--- src/rtl/xor5_arbiter_if.sv ---
// ---------------------------------------------------------------------------
// xor5_arbiter_if
// Bus bundle between the requesters and the shared 5-input XOR arbiter.
//   req       : per-requester request level (requester -> arbiter)
//   data      : packed operands, requester i at [i*W +: W] (requester -> arbiter)
//   gnt       : registered one-hot grant (arbiter -> requester)
//   ack       : one-cycle completion pulse (arbiter -> requester)
//   po        : parity result, XOR of the 5 operand bits
//   po_valid  : qualifies po / po_id
//   po_id     : index of the requester owning po
//   abort_cnt : saturating count of aborted transactions
// ---------------------------------------------------------------------------
interface xor5_arbiter_if #(
   parameter int N_REQ = 4,
   parameter int W     = 5,
   parameter int IDW   = (N_REQ > 1) ? $clog2(N_REQ) : 1
);
   logic [N_REQ-1:0]   req;
   logic [N_REQ*W-1:0] data;
   logic [N_REQ-1:0]   gnt;
   logic [N_REQ-1:0]   ack;
   logic               po;
   logic               po_valid;
   logic [IDW-1:0]     po_id;
   logic [7:0]         abort_cnt;

   // Requester side: drives requests and operands, observes results.
   modport master (
      output req,
      output data,
      input  gnt,
      input  ack,
      input  po,
      input  po_valid,
      input  po_id,
      input  abort_cnt
   );

   // Arbiter side: consumes requests and operands, produces results.
   modport slave (
      input  req,
      input  data,
      output gnt,
      output ack,
      output po,
      output po_valid,
      output po_id,
      output abort_cnt
   );
endinterface

--- src/rtl/xor5_arbiter.sv ---
// ---------------------------------------------------------------------------
// xor5_arbiter
// Round-robin arbiter sharing one 5-input XOR (parity) unit between N_REQ
// requesters. A transaction is IDLE (pick + capture operand) -> EVAL
// (compute parity, or abort if the request was withdrawn) -> DONE (pulse
// ack/po_valid). All outputs are registered.
// Ports:
//   clk : rising-edge clock
//   rst : asynchronous active-high reset
//   bus : xor5_arbiter_if.slave (req, data in; gnt, ack, po, po_valid,
//         po_id, abort_cnt out)
// ---------------------------------------------------------------------------
module xor5_arbiter #(
   parameter int N_REQ = 4,
   parameter int W     = 5
) (
   input  logic           clk,
   input  logic           rst,
   xor5_arbiter_if.slave  bus
);

   localparam int IDW = (N_REQ > 1) ? $clog2(N_REQ) : 1;

   typedef enum logic [1:0] {
      ST_IDLE = 2'd0,
      ST_EVAL = 2'd1,
      ST_DONE = 2'd2
   } state_t;

   // -------------------------------------------------------------------
   // Helpers
   // -------------------------------------------------------------------

   // Parity of one operand: 1 when an odd number of bits are set.
   function automatic logic parity_w(input logic [W-1:0] v);
      logic p;
      p = 1'b0;
      for (int b = 0; b < W; b++) begin
         p = p ^ v[b];
      end
      return p;
   endfunction

   // One-hot vector with bit i set.
   function automatic logic [N_REQ-1:0] onehot(input logic [IDW-1:0] i);
      logic [N_REQ-1:0] v;
      v    = {N_REQ{1'b0}};
      v[i] = 1'b1;
      return v;
   endfunction

   // Round-robin pick: first requesting index strictly after p, wrapping,
   // with p itself as the lowest priority. The loop walks from the farthest
   // candidate to the nearest so the nearest requester overwrites the pick.
   function automatic logic [IDW-1:0] rr_pick(input logic [N_REQ-1:0] r,
                                              input logic [IDW-1:0]   p);
      logic [IDW-1:0] pick;
      logic [IDW:0]   sum;
      logic [IDW-1:0] idx;
      pick = p;
      for (int off = N_REQ; off >= 1; off--) begin
         sum = {1'b0, p} + (IDW+1)'(off);
         if (sum >= (IDW+1)'(N_REQ)) begin
            sum = sum - (IDW+1)'(N_REQ);
         end else begin
            sum = sum;
         end
         idx = sum[IDW-1:0];
         if (r[idx]) begin
            pick = idx;
         end else begin
            pick = pick;
         end
      end
      return pick;
   endfunction

   // -------------------------------------------------------------------
   // State
   // -------------------------------------------------------------------
   state_t           state_q,     state_d;
   logic [N_REQ-1:0] gnt_q,       gnt_d;
   logic [N_REQ-1:0] ack_q,       ack_d;
   logic             po_q,        po_d;
   logic             po_valid_q,  po_valid_d;
   logic [IDW-1:0]   po_id_q,     po_id_d;
   logic [7:0]       abort_cnt_q, abort_cnt_d;
   logic [W-1:0]     op_q,        op_d;
   logic [IDW-1:0]   id_q,        id_d;
   logic [IDW-1:0]   ptr_q,       ptr_d;
   // Parity is computed in EVAL but only published in DONE, so po keeps
   // its previous value while po_valid is low.
   logic             par_q,       par_d;

   logic [IDW-1:0]   sel_s;
   logic             any_req_s;

   // Round-robin selection relative to the last served/aborted index.
   always_comb begin
      any_req_s = (bus.req != {N_REQ{1'b0}});
      sel_s     = rr_pick(bus.req, ptr_q);
   end

   // Next-state and output logic of the transaction FSM.
   always_comb begin
      state_d     = state_q;
      gnt_d       = gnt_q;
      ack_d       = {N_REQ{1'b0}};
      po_d        = po_q;
      po_valid_d  = 1'b0;
      po_id_d     = po_id_q;
      abort_cnt_d = abort_cnt_q;
      op_d        = op_q;
      id_d        = id_q;
      ptr_d       = ptr_q;
      par_d       = par_q;

      case (state_q)
         ST_IDLE: begin
            if (any_req_s) begin
               // Operand is captured exactly once, here.
               op_d    = bus.data[int'(sel_s)*W +: W];
               gnt_d   = onehot(sel_s);
               id_d    = sel_s;
               state_d = ST_EVAL;
            end else begin
               gnt_d   = {N_REQ{1'b0}};
               state_d = ST_IDLE;
            end
         end

         ST_EVAL: begin
            if (bus.req[id_q]) begin
               par_d   = parity_w(op_q);
               state_d = ST_DONE;
            end else begin
               // Requester withdrew: drop the transaction silently.
               gnt_d   = {N_REQ{1'b0}};
               ptr_d   = id_q;
               state_d = ST_IDLE;
               if (abort_cnt_q != 8'hFF) begin
                  abort_cnt_d = abort_cnt_q + 8'd1;
               end else begin
                  abort_cnt_d = abort_cnt_q;
               end
            end
         end

         ST_DONE: begin
            ack_d      = onehot(id_q);
            po_valid_d = 1'b1;
            po_d       = par_q;
            po_id_d    = id_q;
            gnt_d      = {N_REQ{1'b0}};
            ptr_d      = id_q;
            state_d    = ST_IDLE;
         end

         default: begin
            gnt_d   = {N_REQ{1'b0}};
            state_d = ST_IDLE;
         end
      endcase
   end

   // State and output registers; ptr resets to the last index so that
   // requester 0 has first priority after reset.
   always_ff @(posedge clk or posedge rst) begin
      if (rst) begin
         state_q     <= ST_IDLE;
         gnt_q       <= {N_REQ{1'b0}};
         ack_q       <= {N_REQ{1'b0}};
         po_q        <= 1'b0;
         po_valid_q  <= 1'b0;
         po_id_q     <= {IDW{1'b0}};
         abort_cnt_q <= 8'd0;
         op_q        <= {W{1'b0}};
         id_q        <= {IDW{1'b0}};
         ptr_q       <= IDW'(N_REQ - 1);
         par_q       <= 1'b0;
      end else begin
         state_q     <= state_d;
         gnt_q       <= gnt_d;
         ack_q       <= ack_d;
         po_q        <= po_d;
         po_valid_q  <= po_valid_d;
         po_id_q     <= po_id_d;
         abort_cnt_q <= abort_cnt_d;
         op_q        <= op_d;
         id_q        <= id_d;
         ptr_q       <= ptr_d;
         par_q       <= par_d;
      end
   end

   assign bus.gnt       = gnt_q;
   assign bus.ack       = ack_q;
   assign bus.po        = po_q;
   assign bus.po_valid  = po_valid_q;
   assign bus.po_id     = po_id_q;
   assign bus.abort_cnt = abort_cnt_q;

endmodule

--- src/flat_wrapper.sv ---
// flat-port wrapper written by rule: the top's interface ports become plain ports
module xor5_arbiter_flat 
#(
   parameter int N_REQ = 4,
   parameter int W     = 5
)
  (clk, rst, bus_req, bus_data, bus_gnt, bus_ack, bus_po, bus_po_valid, bus_po_id, bus_abort_cnt);
  xor5_arbiter_if #(.N_REQ(N_REQ), .W(W)) bus_i ();
  input  logic clk;
  input  logic rst;
  input wire logic [$bits(bus_i.req)-1:0] bus_req;
  input wire logic [$bits(bus_i.data)-1:0] bus_data;
  output wire logic [$bits(bus_i.gnt)-1:0] bus_gnt;
  output wire logic [$bits(bus_i.ack)-1:0] bus_ack;
  output wire logic [$bits(bus_i.po)-1:0] bus_po;
  output wire logic [$bits(bus_i.po_valid)-1:0] bus_po_valid;
  output wire logic [$bits(bus_i.po_id)-1:0] bus_po_id;
  output wire logic [$bits(bus_i.abort_cnt)-1:0] bus_abort_cnt;
  assign bus_i.req = bus_req;
  assign bus_i.data = bus_data;
  assign bus_gnt = bus_i.gnt;
  assign bus_ack = bus_i.ack;
  assign bus_po = bus_i.po;
  assign bus_po_valid = bus_i.po_valid;
  assign bus_po_id = bus_i.po_id;
  assign bus_abort_cnt = bus_i.abort_cnt;
  xor5_arbiter #(.N_REQ(N_REQ), .W(W)) u_core (.clk(clk), .rst(rst), .bus(bus_i));
endmodule
--- config.mk ---
export PLATFORM = sky130hd
export DESIGN_NAME = xor5_arbiter_flat
export DESIGN_NICKNAME = d
export VERILOG_FILES = /design/src/rtl/xor5_arbiter_if.sv /design/src/rtl/xor5_arbiter.sv /design/src/flat_wrapper.sv
export SDC_FILE = /design/constraint.sdc
export NUM_CORES = 1
export LEC_CHECK = 0
export BUFFER_PORTS_ARGS = -buffer_cell sky130_fd_sc_hd__buf_2
export CORE_ASPECT_RATIO = 1.4
export CORE_MARGIN = 10
export CORE_UTILIZATION = 54
export CTS_CLUSTER_DIAMETER = 150
export DETAILED_ROUTE_END_ITERATION = 8
export PLACE_DENSITY = 0.95
export SYNTH_ARGS = -nofsm -noshare
export SYNTH_HDL_FRONTEND = slang
export SYNTH_SLANG_ARGS = --single-unit
--- constraint.sdc ---
create_clock -name clk -period 2.8 [get_ports clk]
set_input_delay 0.42 -clock clk [delete_from_list [all_inputs] [get_ports clk]]
set_output_delay 0.42 -clock clk [all_outputs]
set_load 0.02 [all_outputs]
Yosys cells after proc, flatten, opt, wreduce, memory -nomap -nowiden
Index checks and enable logic that the tools add are counted.
{ "totals": {"reg_bits": 32, "inputBits": 26, "word_cells": 84} }
{ "classes": {"add_sub_neg": 9, "n_mul": 1, "order_cmp": 12, "eq_ne": 4, "shift": 1, "muxes": 32, "bitwise": 5, "n_reduce_logical": 9} }
{ "ops": {"columns": ["cell", "count"], "rows": [
  ["$shiftx A20 B32 Y5", 1],
  ["$mux W2", 10],
  ["$lt A2 B3 Y1 const B", 6],
  ["$ge A3 B3 Y1 const B", 4],
  ["$mux W4", 3],
  ["$bmux W1 S2", 5],
  ["$mux W1", 9],
  ["$add A8 B1 Y8 const B", 1],
  ["$ne A8 B8 Y1 const B", 1],
  ["$pmux W2 S2", 2],
  ["$pmux W4 S2", 1],
  ["$sub A2 B1 Y2 const B", 4],
  ["$add A2 B2 Y3 const B", 2],
  ["$reduce_and A2 Y1", 3],
  ["$mul A2 B3 Y5 const B", 1],
  ["$demux W1 S2", 2],
  ["$ge A2 B1 Y1 const B", 2],
  ["$reduce_bool A4 Y1", 1],
  ["$xor A1 B1 Y1", 4],
  ["$add A2 B1 Y3 const B", 1],
  ["$add A2 B3 Y3 const B", 1],
  ["$reduce_and A3 Y1", 1],
  ["$eq A2 B1 Y1 const B", 1],
  ["$eq A2 B2 Y1 const B", 1],
  ["5 further kinds", 6]
]} }

Logic depth before layout (Yosys ltp)
Gate-level depths: netlist of run 1.
{ "depth": {"ltp_word": 15, "depth_mapped": 6} }

Worst setup path before layout of run 1
Ideal clock, no wire load.
{ "synth_timing": {"kind": "reg2reg", "from": "reg u_core.id_q[0]", "to": "reg u_core.abort_cnt_q[7] (netlist: u_core.bus.abort_cnt[7])", "arrival_ns": 1.782, "slack_ns": 0.886, "path_stages_with_launch": 7, "period_less_slack_ns": 1.914, "cell_sequence": "dfrtp_1 > buf_6 > mux4_2 > a311oi_4 > and4_4 > nand3_1 > xnor2_1"} }
{ "synth_between": {"elab_chain_len": 4} }
{ "synth_lines": {"columns": ["element", "line", "source"], "rows": [
  ["from (decl)", "xor5_arbiter.sv:89", "logic [IDW-1:0] id_q, id_d;"],
  ["from (signal assigned)", "xor5_arbiter.sv:178", "id_q <= {IDW{1'b0}};"],
  ["from (signal assigned)", "xor5_arbiter.sv:190", "id_q <= id_d;"],
  ["$bmux W1 S2", "xor5_arbiter.sv:133", "if (bus.req[id_q]) begin"],
  ["$mux W1 (not written as such)", "xor5_arbiter.sv:133", null],
  ["$not A1 Y1 (no source line)", null, null],
  ["$reduce_and A3 Y1 (no source line)", null, null],
  ["to (signal assigned)", "xor5_arbiter.sv:188", "abort_cnt_q <= abort_cnt_d;"],
  ["to (decl)", "xor5_arbiter.sv:87", "logic [7:0] abort_cnt_q, abort_cnt_d;"]
]} }
Every way passes these cells. The select of a mux whose other input is x is not followed.
A chain may end at the register's enable or synchronous reset.

Final worst setup path of run 1
{ "layout_timing": {"from": "reg u_core.id_q[0]", "to": "reg u_core.abort_cnt_q[5] (netlist: u_core.bus.abort_cnt[5])"} }
Same word-level chain as after synthesis.

==> impl_metrics.toml, run 1 <==
[synthesis]
synth_compound_area_frac = 0.0965
syn_nets = 160
synth_top_family_by_area = "simple AND/OR/NAND/NOR gates"
ys_warn_count = 0
syn_area_per_cell_um2 = 11.2
ys_types = 33
yosys-mux-area-fraction = 0.112
synth_seq_cells = 32
synth_adder_area_share = 0.00839
ys_seq_area_frac = 0.539
synthXorXnorAreaFrac = 0.0646
netlist_area_um2 = 1490
synth-simple-area-share = 0.149
synth_cells = 133

[cells_and_area]
fillers = 216
n_antenna_cell = 0
mostFrequentLayoutCells = "buf_2, dfrtp_1, nand2_1"
fin_area_um2 = 1830
final_common_cell = "buf_2"
final_util = 0.694
syn_to_final_growth_pct = 22.9
fin_nets = 210
drive_above_1_share = 0.364

[power]
p_per_area_nw_per_um2 = 1150
ir_drop_mv = 0.714
power_leakage_nw = 0.950

[worst_setup_path]
cp_cell_sequence = "mux4_2 -> a311oi_4 -> and4_4 -> nand3_1 -> xnor2_1"
worstPathArrival_ns = 2.36
crit_path_max_fanout = 8
r2r-end = "u_core.bus.abort_cnt[5]"
crit_path_start_kind = "flip-flop"
max_stage_delay_ns = 0.60
rr_worst_depth = 5
worst_ep_required_time_ns = 3.02
r2r_slack_ns = 0.67
cp_num_buf_inv = 0
end_kind = "flip-flop"
path_class = "reg2reg"
critPathSlowestCell = "mux4_2"
path_delay_family = "multiplexers"
r2r-start = "u_core.id_q[0]"

[placement]
hpwl_um = 2600
globalplace.congestion = 0.794
place_ws_ns = 0.654
placed_cell_area_um2 = 1750
portBuffers = 45

[global_route]
grt_pass1_vias = 1378
antenna_found_initial = 0
grt_pass1_wl_um = 6020
grt-ovfl-total = 0
grt_max_degree = 33
track_usage = 0.141

[clocking]
cts_tree = "yes"
clk_path_buf_depth = 2
cts-root-buf = "clkbuf_4"
clk_latency_ns = 0.33
post-cts-setup-buffer-count = 0
cts_hold_buf = 0
cts_made_buffers = 5
cts.clk_slew.worst_paths_ns = 0.10
ctsResizeCount = 0
htreeDepth = 2
clock_sinks = 32

[detailed_routing]
drtIter0Drc = 31
drc_errors = 0
ant_nets = 0
wl_per_cell_um = 15.0
vias = 1175
drt-pass1-iter-count = 4
drt-total-wl_um = 3290
via_per_inst = 5.34

[floorplan]
core_area_um2 = 2640
io_pins = 46
die_y_um = 82.2
start_util = 0.564
rows = 22
die-area_um2 = 5290
die_w_um = 64.4

[timing]
finalSetupViolCount = 0
hold_viol = 0
rsz0062_at_grt = "false"
max_freq_mhz = 469
setup_ws_ns = 0.667
setup_tns_ns = 0
min_period_ns = 2.13
maxSlewViolCount = 0
skew_ns = 0.00575
tightestPinTransition_ns = 0.403
min_period_over_period = 0.762
max-slew-margin-rel = 0.731

[status]
outcome = "finished, final reports clean"

[min_path]
hold_class = "in2async"

[flow_run]
cap_violations = 0
routing by layer:
layer / global-route usage / wire length [um] / vias up / share of wire
met5: 0 / 0 / - / 0
met1: 0.137 / 1230 / 560 / 0.37
met2: 0.256 / 1760 / 40 / 0.53
met4: 0.0536 / 48 / 0 / 0.015
met3: 0.0647 / 260 / 9 / 0.079
li1: - / - / 566 / -
report_power, final:
group          internal, W  switching, W
combinational     0.000404      0.000525
sequential        0.000664      0.000166
clock             0.000186      0.000158
total              0.00125      0.000849
sequential cells by signal, indices dropped and copies added (netlist names):
signal                count
u_core.ptr_q              2
u_core.id_q               2
u_core.state_q            2
u_core.bus.gnt            4
u_core.bus.abort_cnt      8
u_core.bus.po             1
u_core.bus.po_id          2
u_core.par_q              1
u_core.bus.ack            4
u_core.bus.po_valid       1
u_core.op_q               5
cell families after synthesis:
family,Yosys count
and+or+nand+nor,45
xor gates and xnor gates,11
adders and majority gates,1
buffers and inverters,10
muxes,15
DFF,32
AOI/OAI and AO/OA,19
Yosys cell counts (all sizes together):
cell type / count / area share
mux2: 3 / 0.023
nor4: 1 / 0.0042
nand2: 25 / 0.063
xnor2: 9 / 0.053
o221ai: 6 / 0.035
and4: 1 / 0.0075
a22oi: 1 / 0.0050
nand3: 3 / 0.010
nand4: 1 / 0.0042
a211oi: 1 / 0.0050
dfrtp: 30 / 0.50
and3b: 1 / 0.0067
nand2b: 3 / 0.013
or3: 1 / 0.0042
a311oi: 1 / 0.018
o21ai: 9 / 0.030
mux4: 1 / 0.015
mux2i: 11 / 0.074
a21oi: 1 / 0.0034
dfstp: 2 / 0.035
or2: 1 / 0.0042
nor3: 1 / 0.0034
buf: 2 / 0.011
and3: 3 / 0.013
nor2: 2 / 0.0050
xor2: 2 / 0.012
nor3b: 1 / 0.0050
clkbuf: 2 / 0.0050
ha: 1 / 0.0084
inv: 6 / 0.015
or2b: 1 / 0.0059
metrics by stage:
stage                     cells  hold slack, ns  power (W)
after global placement      212           0.452    0.00172
after global routing        220           0.161    0.00228
after CTS                   220           0.150    0.00212
final                       220           0.133    0.00210
after floorplan             133           0.435    0.00152
after detailed placement    212           0.468    0.00177
worst max-delay path by stage:
stage,cells past startpoint,slack [ns],startpoint,to
finish,5,0.67,u_core.id_q[0],u_core.bus.abort_cnt[5]
global route,5,0.55,u_core.id_q[0],u_core.bus.abort_cnt[5]
CTS,5,0.66,u_core.id_q[0],u_core.bus.abort_cnt[5]
detailed placement,6,0.65,bus_req[3],u_core.bus.abort_cnt[5]
global placement,6,0.76,bus_req[3],u_core.bus.abort_cnt[7]
floorplan,6,0.89,u_core.id_q[0],u_core.bus.abort_cnt[7]
layout make-up:
| cell class | count | area (um2) | area share |
|---|---|---|---|
| clock inverters | 3 | 42.5 | 0.0232 |
| repair buffers | 47 | 240 | 0.131 |
| multi-input cells | 91 | 642 | 0.350 |
| inverters | 6 | 22.5 | 0.0123 |
| well taps | 36 | 45.0 | 0.0246 |
| flip-flops and latches | 32 | 803 | 0.438 |
| clock buffers | 5 | 37.5 | 0.0205 |
worst min-delay path, stage by stage:
cell	delay, ns
buf_2	0.09
inv_1	0.04
buf_4	0.34
Note: power is estimated with default switching activity, not from simulation.
==> run 2, diff against run 1 <==
--- a/config.mk
+++ b/config.mk
@@ -5,13 +5,14 @@
 export SDC_FILE = /design/constraint.sdc
 export NUM_CORES = 1
 export LEC_CHECK = 0
+export ABC_AREA = 1
 export BUFFER_PORTS_ARGS = -buffer_cell sky130_fd_sc_hd__buf_2
 export CORE_ASPECT_RATIO = 1.4
 export CORE_MARGIN = 10
-export CORE_UTILIZATION = 54
+export CORE_UTILIZATION = 53
 export CTS_CLUSTER_DIAMETER = 150
 export DETAILED_ROUTE_END_ITERATION = 8
-export PLACE_DENSITY = 0.95
+export PLACE_DENSITY = 0.9
 export SYNTH_ARGS = -nofsm -noshare
 export SYNTH_HDL_FRONTEND = slang
 export SYNTH_SLANG_ARGS = --single-unit
==> constraint.sdc (replaced) <==
create_clock -name clk -period 2.1 [get_ports clk]
set_input_delay 0.315 -clock clk [delete_from_list [all_inputs] [get_ports clk]]
set_output_delay 0.315 -clock clk [all_outputs]
set_load 0.02 [all_outputs]
==> run 2 against run 1 <==
- maximum frequency grew 15%
- sequential power up 30%
- synthesized cell count grew 83%
- critical path type unchanged
- critical endpoint is now u_core.op_q[0]
==> impl_metrics.toml, run 2 <==
[synthesis]
synth_compound_area_frac = 0.0444
synth_cells = 244
synth-simple-area-share = 0.339
synth_seq_cells = 32
synth_top_area_cell = "dfrtp_1"
syn_area_per_cell_um2 = 7.61
ys_seq_area_frac = 0.432
synthXorXnorAreaFrac = 0.0519
synth_edf_count = 0
synth_commonest_cells = "nand2_1, inv_1, dfrtp_1"
synth_adder_area_share = 0.00673
synth-async-reset-ratio = 1.00
yosys-mux-area-fraction = 0
ys_types = 27
yosysMostFrequentCell = "nand2_1"
ys_warn_count = 0
synth_top_family_by_area = "simple AND/OR/NAND/NOR gates"
synth_top_cell_area_share = 0.404
netlist_area_um2 = 1860
synth_area_leaders = "dfrtp_1, nand2_1, inv_1"
syn_nets = 271
synth-main-ff-cell = "dfrtp_1"

[global_route]
grt-ovfl-total = 0
track_usage = 0.134
antenna_found_initial = 0
grt_pass1_vias = 1705
grt_max_degree = 33
grt_pass1_wl_um = 7250

[timing]
tightestPinTransition_ns = 0.688
min_period_over_period = 0.886
max-slew-margin-rel = 0.538
hold_viol = 0
min_period_ns = 1.86
skew_ns = 0.00883
finalSetupViolCount = 0
rsz0062_at_grt = "false"
maxSlewViolCount = 0
setup_tns_ns = 0
max_freq_mhz = 537

[worst_setup_path]
worstPathArrival_ns = 2.08
worst_ep_required_time_ns = 2.32
r2r-end = "u_core.op_q[0]"
r2r_slack_ns = 0.24
r2r-start = "u_core.ptr_q[0]"
path_class = "reg2reg"
crit_path_max_fanout = 10
crit_path_start_kind = "flip-flop"
rr_worst_depth = 13
end_kind = "flip-flop"

[placement]
portBuffers = 45
globalplace.congestion = 0.870
hpwl_um = 3090

[detailed_routing]
drc_errors = 0
wl_per_cell_um = 12.4
ant_nets = 0
drt-total-wl_um = 4140
vias = 1623
via_per_inst = 4.87
drt-pass1-iter-count = 4
drtIter0Drc = 113

[floorplan]
core_area_um2 = 3380
die-area_um2 = 6310
die_w_um = 70.0
start_util = 0.550
io_pins = 46
rows = 25
die_y_um = 90.1

[power]
p_per_area_nw_per_um2 = 1640
p_total_w = 0.00362
power_leakage_nw = 1.32
ir_drop_mv = 0.861

[cells_and_area]
n_antenna_cell = 0
fin_nets = 319
mostFrequentLayoutCells = "nand2_1, buf_2, inv_1"
drive_above_1_share = 0.290
final_common_cell = "nand2_1"
final_util = 0.654
syn_to_final_growth_pct = 18.9
largest_reg_flops = 8

[clocking]
cts_made_buffers = 5
cts_hold_buf = 0
htreeDepth = 2
cts-root-buf = "clkbuf_8"
cts_tree = "yes"
clk_path_buf_depth = 2
clock_sinks = 32
cts.clk_slew.worst_paths_ns = 0.07
clk_latency_ns = 0.29
ctsResizeCount = 0
post-cts-setup-buffer-count = 0

[status]
outcome = "finished, final reports clean"

[flow_run]
cap_violations = 0

[min_path]
hold_class = "in2async"
run 2: per-layer routing:
metal | vias to the layer above | global-route usage | wire [um] | share of wire
met1 | 731 | 0.136 | 1620 | 0.39
met3 | 7 | 0.0374 | 268 | 0.065
met5 | - | 0 | 0 | 0
met2 | 48 | 0.246 | 2180 | 0.53
met4 | 0 | 0.0578 | 72 | 0.017
li1 | 837 | - | - | -
run 2: critical path: stages (launching register included):
cell and delay, ns:
dfstp_2 0.66, inv_8 0.07, nand2_1 0.07, nand2_1 0.07, nand2_1 0.08, nand2_1 0.06, inv_2 0.07, nand3_2 0.12
buf_4 0.19, nand3_1 0.10, nand3_1 0.10, nand2_1 0.07, nand2_1 0.06, nand2_1 0.09
run 2: worst max-delay path by stage:
stage,startpoint,endpoint,slack (ns)
detailed placement,u_core.ptr_q[0],u_core.op_q[0],0.30
global placement,u_core.ptr_q[0],u_core.op_q[3],0.36
global route,u_core.ptr_q[0],u_core.op_q[0],0.03
floorplan,u_core.ptr_q[0],u_core.op_q[0],0.46
finish,u_core.ptr_q[0],u_core.op_q[0],0.24
CTS,u_core.ptr_q[0],u_core.op_q[0],0.20
run 2: power breakdown:
part	internal, W	total, W	switching (W)
registers	0.000863	0.00108	0.000214
clock network	0.000419	0.000646	0.000227
logic	0.000655	0.00189	0.00124
total	0.00194	0.00362	0.00168
run 2: layout make-up:
cell class,count,area (um2)
tap,40,50.0
clock buffer,7,96.3
sequential,32,803
inverter,41,161
clock inverter,1,30.0
fill,291,1170
timing repair buffer,48,248
multi-input combinational,164,821
run 2: cells by family after synthesis:
logic type / after synthesis
buf+inv: 48
simple gates: 136
compound gates: 16
flops: 32
xor+xnor: 11
fa+ha+maj: 1
run 2: through the flow:
| stage | hold slack (ns) | cells | worst slack, ns | instance area [um2] |
|---|---|---|---|---|
| floorplan | 0.430 | 244 | 0.456 | 1860 |
| global placement | 0.407 | 325 | 0.363 | 2080 |
| detailed placement | 0.413 | 325 | 0.302 | 2080 |
| CTS | 0.107 | 333 | 0.202 | 2210 |
| global route | 0.146 | 333 | 0.0294 | 2210 |
| finish | 0.103 | 333 | 0.239 | 2210 |
==> run 3, diff against run 2 <==
--- a/config.mk
+++ b/config.mk
@@ -9,10 +9,10 @@
 export BUFFER_PORTS_ARGS = -buffer_cell sky130_fd_sc_hd__buf_2
 export CORE_ASPECT_RATIO = 1.4
 export CORE_MARGIN = 10
-export CORE_UTILIZATION = 53
+export CORE_UTILIZATION = 45
 export CTS_CLUSTER_DIAMETER = 150
 export DETAILED_ROUTE_END_ITERATION = 8
-export PLACE_DENSITY = 0.9
+export PLACE_DENSITY = 0.8
 export SYNTH_ARGS = -nofsm -noshare
 export SYNTH_HDL_FRONTEND = slang
 export SYNTH_SLANG_ARGS = --single-unit
==> run 3 against run 2 <==
- final cell count up 0.60%
- maximum frequency up 2.7%
- clock skew down 0.0017 ns
- cell area down 2.2%
- sequential power about the same
- first-iteration DRC count down 61%
- sequential share of layout area up 0.82 points
- hold slack worse by 0.0041 ns
- global-route usage down 1.3 points
- critical path depth up 1
- non-clock buffer count down 1
- routed wire length down 8.6%
==> impl_metrics.toml, run 3 (synthesis gave the netlist of run 2 again) <==
[clocking]
cts_hold_buf = 0
post-cts-setup-buffer-count = 0
ctsResizeCount = 0
cts.clk_slew.worst_paths_ns = 0.07
cts_tree = "yes"
clock_sinks = 32
clk_latency_ns = 0.28
cts-root-buf = "clkbuf_8"
htreeDepth = 2
cts_made_buffers = 5
clk_path_buf_depth = 2

[power]
cellInternalPower_w = 0.00173
power_leakage_nw = 1.30
p_switching_w = 0.00161
seqPwrFrac = 0.321
clkPwrFrac = 0.131
p_per_area_nw_per_um2 = 1550
switching_share = 0.483
ir_drop_mv = 0.936
combPwrFrac = 0.547

[worst_setup_path]
path_class = "reg2reg"
r2r-end = "u_core.op_q[2]"
rr_worst_depth = 14
r2r_slack_ns = 0.29
cp_cell_sequence = "inv_8 -> nand2_1 -> nand3_2 -> nand2_2 -> inv_2 -> nand2_2 -> nand2_2 -> nand2_4 -> nand2_4 -> nand2_1 -> nand3_1 -> nand2_1 -> nand2_1 -> nand2_1"
crit_path_max_fanout = 13
max_stage_delay_ns = 0.66
worstPathArrival_ns = 2.03
critPathSlowestCell = "dfstp_2"
worst_ep_required_time_ns = 2.32
end_kind = "flip-flop"
crit_path_start_kind = "flip-flop"
r2r-start = "u_core.ptr_q[0]"
cpMostUsedCell = "nand2_1"

[detailed_routing]
drt-pass1-iter-count = 4
drtIter0Drc = 44
vias = 1573
via_per_inst = 4.70
drc_errors = 0
ant_nets = 0
drt-total-wl_um = 3780
wl_per_cell_um = 11.3

[global_route]
grt_max_degree = 33
antenna_found_initial = 0
track_usage = 0.121
grt-ovfl-total = 0
grt_pass1_wl_um = 6960
grt_pass1_vias = 1683

[floorplan]
die_w_um = 74.3
die_y_um = 96.0
core_area_um2 = 3950
die-area_um2 = 7140
rows = 27
start_util = 0.470
io_pins = 46

[timing]
rsz0062_at_grt = "false"
finalSetupViolCount = 0
skew_ns = 0.00715
hold_viol = 0
min_period_over_period = 0.863
max_freq_mhz = 552
maxSlewViolCount = 0
setup_tns_ns = 0
max-slew-margin-rel = 0.529
min_period_ns = 1.81
tightestPinTransition_ns = 0.703

[cells_and_area]
largest_reg_flops = 8
final_common_cell = "nand2_1"
drive_above_1_share = 0.281
finalNonFillerCells = 335
n_antenna_cell = 0
mostFrequentLayoutCells = "nand2_1, buf_2, inv_1"
syn_to_final_growth_pct = 16.3
fin_nets = 318

[placement]
hpwl_um = 3080
portBuffers = 45
globalplace.congestion = 0.826
dp.cells = 327

[status]
outcome = "finished, final reports clean"

[min_path]
hold_class = "in2async"

[flow_run]
cap_violations = 0
[run 3: worst max path at each step]
stage,start,endpoint,slack (ns),cells past startpoint
6_report,u_core.ptr_q[0],u_core.op_q[2],0.29,14
5_1_grt,u_core.ptr_q[0],u_core.op_q[3],0.04,14
4_1_cts,u_core.ptr_q[0],u_core.op_q[2],0.28,14
3_5_place_dp,u_core.ptr_q[0],u_core.op_q[2],0.30,15
3_3_place_gp,u_core.ptr_q[0],u_core.op_q[4],0.33,15
2_1_floorplan,u_core.ptr_q[0],u_core.op_q[0],0.46,15
[run 3: stage by stage]
step | util | total power (W) | setup slack, ns | hold WS [ns] | instance area (um2)
after floorplan | - | 0.00267 | 0.456 | 0.430 | 1860
after global placement | 0.526 | 0.00288 | 0.332 | 0.415 | 2080
after detailed placement | 0.526 | 0.00293 | 0.296 | 0.415 | 2080
after CTS | 0.547 | 0.00340 | 0.278 | 0.101 | 2160
after global routing | 0.547 | 0.00376 | 0.0414 | 0.148 | 2160
final | 0.547 | 0.00334 | 0.287 | 0.0990 | 2160
[run 3: area by class of cell]
type	instances	area (um2)
well taps	43	53.8
multi-input cells	164	821
repair buffers	47	240
flip-flops and latches	32	803
clock inverters	1	5.00
clock buffers	7	76.3
fillers	383	1790
inverters	41	161
[run 3: routing by layer]
layer,GRT usage,up-vias,part of all wire
met4,0.0596,0,0.018
li1,-,836,-
met3,0.0350,5,0.065
met5,0,-,0
met2,0.214,37,0.51
met1,0.128,695,0.41
[run 3: critical path: cells and delay by family, from the launching register on]
| kind | cells | cell delay (ns) |
|---|---|---|
| buffers and inverters | 2 | 0.10 |
| flip-flops | 1 | 0.66 |
| AND/OR/NAND/NOR | 12 | 0.98 |
[run 3: power groups by stage]
stage / sequential, W / clock, W / combinational, W
detailed placement: 0.00109 / 0 / 0.00184
CTS: 0.00108 / 0.000461 / 0.00186
global route: 0.00112 / 0.000485 / 0.00216
floorplan: 0.00114 / 0 / 0.00153
global placement: 0.00107 / 0 / 0.00181
finish: 0.00107 / 0.000439 / 0.00183
